<file path="config.mk">
export PLATFORM = sky130hd
export DESIGN_NAME = gpsclock_testgen
export DESIGN_NICKNAME = d
export VERILOG_FILES = /design/src/rtl/gpsclock_testgen.sv
export SDC_FILE = /design/constraint.sdc
export NUM_CORES = 2
export LEC_CHECK = 0
export CAP_MARGIN = 20
export CORE_MARGIN = 10
export CORE_UTILIZATION = 60
export CTS_CLUSTER_SIZE = 28
export DETAILED_ROUTE_END_ITERATION = 16
export PLACE_DENSITY = 0.78
export SYNTH_ARGS = -nofsm -noshare
export SYNTH_HDL_FRONTEND = slang
export SYNTH_SLANG_ARGS = --single-unit
</file>
<file path="constraint.sdc">
create_clock -name i_clk -period 59.6 [get_ports i_clk]
set_input_delay 17.88 -clock i_clk [delete_from_list [all_inputs] [get_ports i_clk]]
set_output_delay 17.88 -clock i_clk [all_outputs]
set_load 0.01 [all_outputs]
</file>
<file path="src/rtl/gpsclock_testgen.sv">
// Synthetic PPS generator with programmable period, width and one-shot phase jump,
// plus a snapshot FIFO that records the clock core status on each local PPS edge.
module gpsclock_testgen #(
  parameter int          DW         = 32,
  parameter int          RW         = 64,
  parameter int          LGFIFO     = 4,
  parameter logic [31:0] DEF_PERIOD = 32'd81200000,
  parameter logic [31:0] DEF_PWIDTH = 32'd8
) (
  input  logic          i_clk,
  input  logic          i_reset,
  input  logic          i_lcl_pps,
  input  logic          i_wb_cyc_stb,
  input  logic          i_wb_we,
  input  logic [3:0]    i_wb_addr,
  input  logic [DW-1:0] i_wb_data,
  output logic          o_wb_ack,
  output logic          o_wb_stall,
  output logic [DW-1:0] o_wb_data,
  input  logic [RW-1:0] i_err,
  input  logic [RW-1:0] i_count,
  input  logic [RW-1:0] i_step,
  output logic          o_pps
);

  localparam int SW = 32 + 3*RW;
  localparam logic [LGFIFO:0] DEPTH = (LGFIFO+1)'(1 << LGFIFO);

  // Wishbone handshake: every cycle with i_wb_cyc_stb high is one transaction,
  // never stalled; o_wb_ack follows one clock later with o_wb_data valid alongside.
  logic wb_wr;
  logic wr_period, wr_jump, wr_pwidth, wr_ctrl, pop_req;

  assign wb_wr     = i_wb_cyc_stb & i_wb_we;
  assign wr_period = wb_wr && (i_wb_addr == 4'd0);
  assign wr_jump   = wb_wr && (i_wb_addr == 4'd1);
  assign wr_pwidth = wb_wr && (i_wb_addr == 4'd2);
  assign wr_ctrl   = wb_wr && (i_wb_addr == 4'd3);
  assign pop_req   = wb_wr && (i_wb_addr == 4'd11);
  assign o_wb_stall = 1'b0;

  logic [31:0] r_period, r_pwidth, r_jump;
  logic        r_enable, r_jump_vld;

  always_ff @(posedge i_clk or posedge i_reset) begin
    if (i_reset) begin
      r_period   <= DEF_PERIOD;
      r_pwidth   <= DEF_PWIDTH;
      r_enable   <= 1'b1;
      r_jump     <= '0;
      r_jump_vld <= 1'b0;
    end else begin
      r_jump_vld <= wr_jump;
      if (wr_period) r_period <= i_wb_data[31:0];
      if (wr_pwidth) r_pwidth <= i_wb_data[31:0];
      if (wr_jump)   r_jump   <= i_wb_data[31:0];
      if (wr_ctrl)   r_enable <= i_wb_data[0];
    end
  end

  // PPS generator
  logic [31:0] r_ctr, r_pulse, r_pps_count, ctr_next;
  logic        wrap;
  logic [32:0] ctr_sum;

  assign wrap = (r_ctr >= (r_period - 32'd1));

  // 33-bit two's-complement sum; a negative result (jump past zero) clamps to 0
  always_comb begin
    ctr_sum = {1'b0, r_ctr} + 33'd1;
    if (wrap)       ctr_sum = ctr_sum - {1'b0, r_period};
    if (r_jump_vld) ctr_sum = ctr_sum + {r_jump[31], r_jump};
    ctr_next = ctr_sum[32] ? 32'd0 : ctr_sum[31:0];
  end

  always_ff @(posedge i_clk or posedge i_reset) begin
    if (i_reset) begin
      r_ctr       <= '0;
      r_pulse     <= '0;
      r_pps_count <= '0;
    end else if (!r_enable) begin
      r_ctr   <= '0;
      r_pulse <= '0;
    end else begin
      r_ctr <= ctr_next;
      if (wrap) begin
        r_pulse     <= (r_pwidth == 32'd0) ? 32'd1 : r_pwidth;
        r_pps_count <= r_pps_count + 32'd1;
      end else if (r_pulse != 32'd0) begin
        r_pulse <= r_pulse - 32'd1;
      end
    end
  end

  assign o_pps = r_enable & (r_pulse != 32'd0);

  // Snapshot capture: latch on the rising edge, push one clock later
  logic [31:0]   lcl_counter;
  logic          prev_pps, push_pend, lcl_edge;
  logic [SW-1:0] snap_data;

  assign lcl_edge = i_lcl_pps & ~prev_pps;

  always_ff @(posedge i_clk or posedge i_reset) begin
    if (i_reset) begin
      lcl_counter <= '0;
      prev_pps    <= 1'b0;
      push_pend   <= 1'b0;
      snap_data   <= '0;
    end else begin
      lcl_counter <= lcl_counter + 32'd1;
      prev_pps    <= i_lcl_pps;
      push_pend   <= lcl_edge;
      if (lcl_edge) snap_data <= {lcl_counter, i_err, i_count, i_step};
    end
  end

  // Snapshot FIFO
  logic [SW-1:0]   mem [0:(1<<LGFIFO)-1];
  logic [LGFIFO:0] wr_ptr, rd_ptr, fill;
  logic            empty, full, ovf;
  logic            do_flush, clr_ovf, do_pop, do_push;

  assign fill     = wr_ptr - rd_ptr;
  assign empty    = (fill == '0);
  assign full     = (fill == DEPTH);
  assign do_flush = wr_ctrl & i_wb_data[1];
  assign clr_ovf  = wr_ctrl & i_wb_data[2];
  assign do_pop   = pop_req & ~empty;
  // A pop in the same cycle frees the slot, so a full FIFO still accepts the push
  assign do_push  = push_pend & (~full | do_pop);

  always_ff @(posedge i_clk or posedge i_reset) begin
    if (i_reset) begin
      wr_ptr <= '0;
      rd_ptr <= '0;
      ovf    <= 1'b0;
    end else if (do_flush) begin
      wr_ptr <= '0;
      rd_ptr <= '0;
      ovf    <= 1'b0;
    end else begin
      if (do_pop)  rd_ptr <= rd_ptr + 1'b1;
      if (do_push) wr_ptr <= wr_ptr + 1'b1;
      if (push_pend && !do_push) ovf <= 1'b1;
      else if (clr_ovf)          ovf <= 1'b0;
    end
  end

  always_ff @(posedge i_clk) begin
    if (do_push && !do_flush) mem[wr_ptr[LGFIFO-1:0]] <= snap_data;
  end

  logic [SW-1:0] head;
  logic [31:0]   h_lcl;
  logic [RW-1:0] h_err, h_count, h_step;
  logic [31:0]   status;
  logic [DW-1:0] rd_mux;

  assign head    = mem[rd_ptr[LGFIFO-1:0]];
  assign h_lcl   = head[SW-1:3*RW];
  assign h_err   = head[3*RW-1:2*RW];
  assign h_count = head[2*RW-1:RW];
  assign h_step  = head[RW-1:0];

  always_comb begin
    status = '0;
    status[0] = r_enable;
    status[8 +: LGFIFO+1] = fill;
    status[16] = ovf;
    status[17] = empty;
  end

  always_comb begin
    rd_mux = '0;
    case (i_wb_addr)
      4'd0:  rd_mux = DW'(r_period);
      4'd1:  rd_mux = DW'(r_pps_count);
      4'd2:  rd_mux = DW'(r_pwidth);
      4'd3:  rd_mux = DW'(status);
      4'd4:  if (!empty) rd_mux = DW'(h_lcl);
      4'd5:  if (!empty) rd_mux = DW'(h_err >> DW);
      4'd6:  if (!empty) rd_mux = DW'(h_err);
      4'd7:  if (!empty) rd_mux = DW'(h_count >> DW);
      4'd8:  if (!empty) rd_mux = DW'(h_count);
      4'd9:  if (!empty) rd_mux = DW'(h_step >> DW);
      4'd10: if (!empty) rd_mux = DW'(h_step);
      4'd11: rd_mux = DW'(fill);
      default: rd_mux = '0;
    endcase
  end

  always_ff @(posedge i_clk or posedge i_reset) begin
    if (i_reset) begin
      o_wb_ack  <= 1'b0;
      o_wb_data <= '0;
    end else begin
      o_wb_ack <= i_wb_cyc_stb;
      if (i_wb_cyc_stb) o_wb_data <= rd_mux;
    end
  end

endmodule
</file>
---- After elaboration in Yosys (flattened, before gate mapping) ----
Memory sizes are Yosys's and may differ from the RTL's.
Index checks and enable logic that the tools add are counted.
word-level totals
  bits in read-only memories .............. 0
  logic and storage cells ................. 95
  register bits after elaboration ......... 496
  memory bits (writable) .................. 3584
  bits of input ports ..................... 233
  memories kept ........................... 1
  output and inout bits ................... 35
  bits in latches ......................... 0
cells by class
  eq/ne operators ......................... 13
  multiplexer cells ....................... 25
  bitwise gates (word level) .............. 11
  $add $sub $neg .......................... 10
  order comparisons ....................... 1
  reduce and logical (&&, ||, !) cells .... 17
  div/mod/pow operators ................... 0
  multipliers ............................. 0
  shifts and indexed selects .............. 0
memories
  name  depth  bits a word  rd ports  clocked after Yosys merged registers in  write ports  line  text
  mem   16     224          1         0                                        1            119   logic [SW-1:0] mem [0:(1<<LGFIFO)-1];
operators with widths
  operator                 number
  $mux W32                 13
  $pmux W32 S12            1
  $mux W33                 2
  $add A32 B1 Y32 const B  2
  $sub A32 B1 Y32 const B  2
  $add A32 B1 Y33 const B  1
  $add A33 B33 Y33         1
  $sub A33 B32 Y33         1
  $ge A32 B32 Y1           1
  $logic_not A32 Y1        1
  $reduce_bool A32 Y1      1
  $mux W5                  4
  $eq A4 B3 Y1 const B     4
  $eq A4 B4 Y1 const B     4
  $add A5 B1 Y5 const B    2
  $eq A4 B2 Y1 const B     2
  $and A1 B1 Y1            7
  $logic_and A1 B1 Y1      7
  $eq A5 B5 Y1 const B     1
  $logic_not A5 Y1         1
  $mux W1                  5
  $sub A5 B5 Y5            1
  $eq A4 B1 Y1 const B     1
  $logic_not A4 Y1         1
  other kinds (7)          11

---- Depth between registers and ports, before layout ----
  depth after elaboration ................. 10
  mapped depth ............................ 32
  mapped depth without buffers ............ 29

---- Worst setup path after synthesis ----
No wires, ideal clock.
  path kind ............................... in2reg
  from .................................... input i_wb_addr[3]
  to ...................................... memory mem[3][0] in the netlist's numbering, enable pin
  arrival time ............................ 34.594 ns
  buffers on the path ..................... 1
  cell stages on the path ................. 9
  path slack .............................. 23.922 ns
  required time ........................... 58.516 ns
  setup time .............................. 1.084 ns
  cells stage by stage .................... nor2b_1 -> clkbuf_1 -> nor2b_1 -> nand3_1 -> and3_1 -> nor2b_1 -> nand2_1 -> or2_2 -> nor3_1
on the way
  word-level cells in the longest chain between the ends .. 8
  elaborated cells between the ends (all ways) .. 12
  those cells by class .................... eq/ne (2); mux (2); bitwise (4); reduce/logical (4)
RTL lines
  item                               line  text
  from (decl)                        15    input logic [3:0] i_wb_addr,
  $eq A4 B4 Y1                       39    assign pop_req = wb_wr && (i_wb_addr == 4'd11);
  $logic_and A1 B1 Y1                39
  $and A1 B1 Y1                      129   assign do_pop = pop_req & ~empty;
  $or A1 B1 Y1                       131   assign do_push = push_pend & (~full | do_pop);
  $and A1 B1 Y1                      131
  $logic_and A1 B1 Y1 (*)            151   if (do_push && !do_flush) mem[wr_ptr[LGFIFO-1:0]] <= snap_data;
  $mux W1 (*)                        151
  $mux W1 (not written as such) (*)  151
  to (decl)                          119
Mark *: on every way between the ends. The rest lies on a longest branch, timed or not.

---- Final worst setup path ----
  from .................................... input i_wb_addr[3]
  to ...................................... memory mem[4][139] in the netlist's numbering, enable pin
The elaborated chain is that of the path after synthesis.

==> flow_summary.ini <==
[global_route]
grt_pass1_wl_mm = 635
gr-total-overflow = 0
antenna_found_initial = 24
grt_usage_pct = 30.1
grtUsageMet2_pct = 48.3
grt_use_met3_pct = 6.83
grt_max_degree = 162
grt_busiest_layer = met2
met1_usage_pct = 39.7
grt_pass1_vias = 85200

[clocking]
postCtsHoldBufs = 0
tritoncts = yes
htree_levels = 5
numClockSinks = 4080
clkTransAtPathRegs_ns = 0.06
cts_resized = 0
clock_latency_ns = 0.97
post_cts.repair.setup_buffers = 0
cts_max_path_buffers = 4
cts_buffers = 396
root_buffer = clkbuf_16

[detailed_routing]
initialDrtViolationCount = 11900
wirelength_mm = 440
drc_errors = 0
firstDrtPassIters = 8
ant_nets = 0
wire_per_inst_um = 37.0
vias_per_cell = 6.97
vias = 82900

[synthesis]
yosys_warnings = 0
synth_edf_count = 3584
synth_seq_cells = 4080
synth.top_cells.by_area = edfxtp_1, mux4_2, dfrtp_1
synth_flop_cell = edfxtp_1
ys_top_cells_by_count = edfxtp_1, mux4_2, dfrtp_1, mux2_2, clkbuf_1
ys_types = 71
avgSynthCellArea_um2 = 21.4
synth_top_area_cell = edfxtp_1
synth_cells = 7568
synth.top_cell.area_share_pct = 66.6
synth.most_common_cell = edfxtp_1
ys_seq_area_share_pct = 74.3
syn-num-nets = 7915
synthArstFlopShare_pct = 12.2
netlist_area_um2 = 162000

[die]
io_pins = 268
die_x_um = 539
core_area_um2 = 268000
rows = 190
start_util_pct = 60.3
die-area_um2 = 290000
die_h_um = 539

[sta]
setup_viol = 0
worst_pin_slew_ns = 1.39
min_period_over_period_pct = 41.1
max_freq_mhz = 40.8
min_period_ns = 24.51
worst_slack_ns = 35.09
drv_slew = 0
hold_violations = 0
slew_headroom_pct = 7.10
finClkSkew_ns = 0.0676
rsz0062_at_grt = no
tns_ns = 0

[worst_setup_path]
path_max_fanout = 83
critPathLaunchType = input port
worst_setup_path_end_kind = flip-flop
crit_type = in2reg
startpoint = i_wb_addr[3]
r2r_start = r_period[5]
arrival_ns = 25.08
critPathRequiredTime_ns = 60.17

[finish]
fin_area_um2 = 182000
filler_cell_count = 15500
fin_nets = 8330
area_delta_synth_final_pct = 12.5
fin_util_pct = 67.8
drive_above_1_share_pct = 26.8

[place]
place_ws_ns = 34.44
place.gp.congestion = 0.917
hpwl_mm = 235
port_buffers = 266
placed_cell_area_um2 = 168000

[run_status]
status = finished clean

[min_path]
hp-class = reg2reg
hold_start = lcl_counter[31]

[run]
drv_cap = 0

[power]
peakVddDrop_mv = 0.0365
leakage_nw = 59.4
power_density_nw_per_um2 = 43.2
-- final cells by class --
class                   count  area [µm²]  share of cell area [%]
flip-flops and latches   4080      120000                    66.1
multi-input cells        2995       39600                    21.8
clock buffers             498       10700                    5.87
well taps                3552        4440                    2.45
repair buffers            400        4010                    2.21
clock inverters           247        2570                    1.42
inverters                 110         428                   0.235
diodes                      6        15.0                 0.00826
-- per-stage QoR --
step	hold WS (ns)	power (mW)	std cells
3_3_place_gp	0.462	5.24	11100
6_report	0.483	7.85	11900
5_1_grt	0.491	8.05	11900
2_1_floorplan	0.437	4.71	7568
3_5_place_dp	0.468	5.29	11100
4_1_cts	0.478	7.86	11900
-- registers in the layout, indices dropped and copies added (netlist names), 5 cells and up --
signal	cells
r_ctr	32
r_pwidth	32
wr_ptr	5
lcl_counter	32
mem	3584
rd_ptr	5
r_jump	32
r_pps_count	32
snap_data	224
r_pulse	32
o_wb_data	32
r_period	32
-- routing by layer --
| metal | vias up | routed length, µm |
|---|---|---|
| met3 | 1102 | 49300 |
| li1 | 32400 | - |
| met2 | 6040 | 215000 |
| met5 | - | 195 |
| met1 | 43400 | 151000 |
| met4 | 28 | 24500 |
-- placed cells by master (no fill, tap or decap), types with 67 or more instances in the layout --
cell                n
clkinv_1           74
clkbuf_16         401
mux2_2            300
mux4_2           1120
nand3_1            67
ha_1              111
buf_4              96
inv_1             104
dfrtp_1           480
clkdlybuf4s50_1   266
nor2_1            156
o21ai_0           100
edfxtp_1         3584
xnor2_1           157
clkinv_2           82
nand2_1           176
clkbuf_1           70
a21oi_1           102
-- final timing paths --
check / endpoint / cells past startpoint / slack, ns
setup reg to reg: r_ctr[29] / 24 / 50.74
hold / removal: lcl_counter[31] / 1 / 0.48
max in group asynchronous: r_jump_vld / 4 / 39.80
min in group asynchronous: snap_data[51] / 2 / 17.40
setup / recovery: mem[4][139] / 13 / 35.09
hold reg to reg: lcl_counter[31] / 1 / 0.48
-- report_power, final --
part	total [mW]	switching [mW]	internal [mW]
Clock	2.56	1.13	1.43
Sequential	3.57	0.213	3.36
Combinational	1.72	0.957	0.763
Total	7.85	2.30	5.55
-- worst max-delay path, cell delays in order --
cell	delay [ns]
clkdlybuf4s50_1	0.63
nor2b_2	0.96
nor2b_1	0.37
nand3_1	0.21
and3_1	0.26
nor2b_1	0.39
nor2b_1	0.35
nand2_1	0.30
nor2_4	0.55
buf_4	0.79
buf_12	0.63
buf_4	0.80
buf_4	0.79
-- cell families after synthesis --
group	synth area share, %
xor gates and xnor gates	1.16
DFF	74.3
other	0.00232
buffers and inverters	1.35
muxes	17.7
adders and majority gates	0.897
AOI/OAI and AO/OA	2.53
and+or+nand+nor	2.02
No activity file was read; power rests on OpenSTA's default activity.
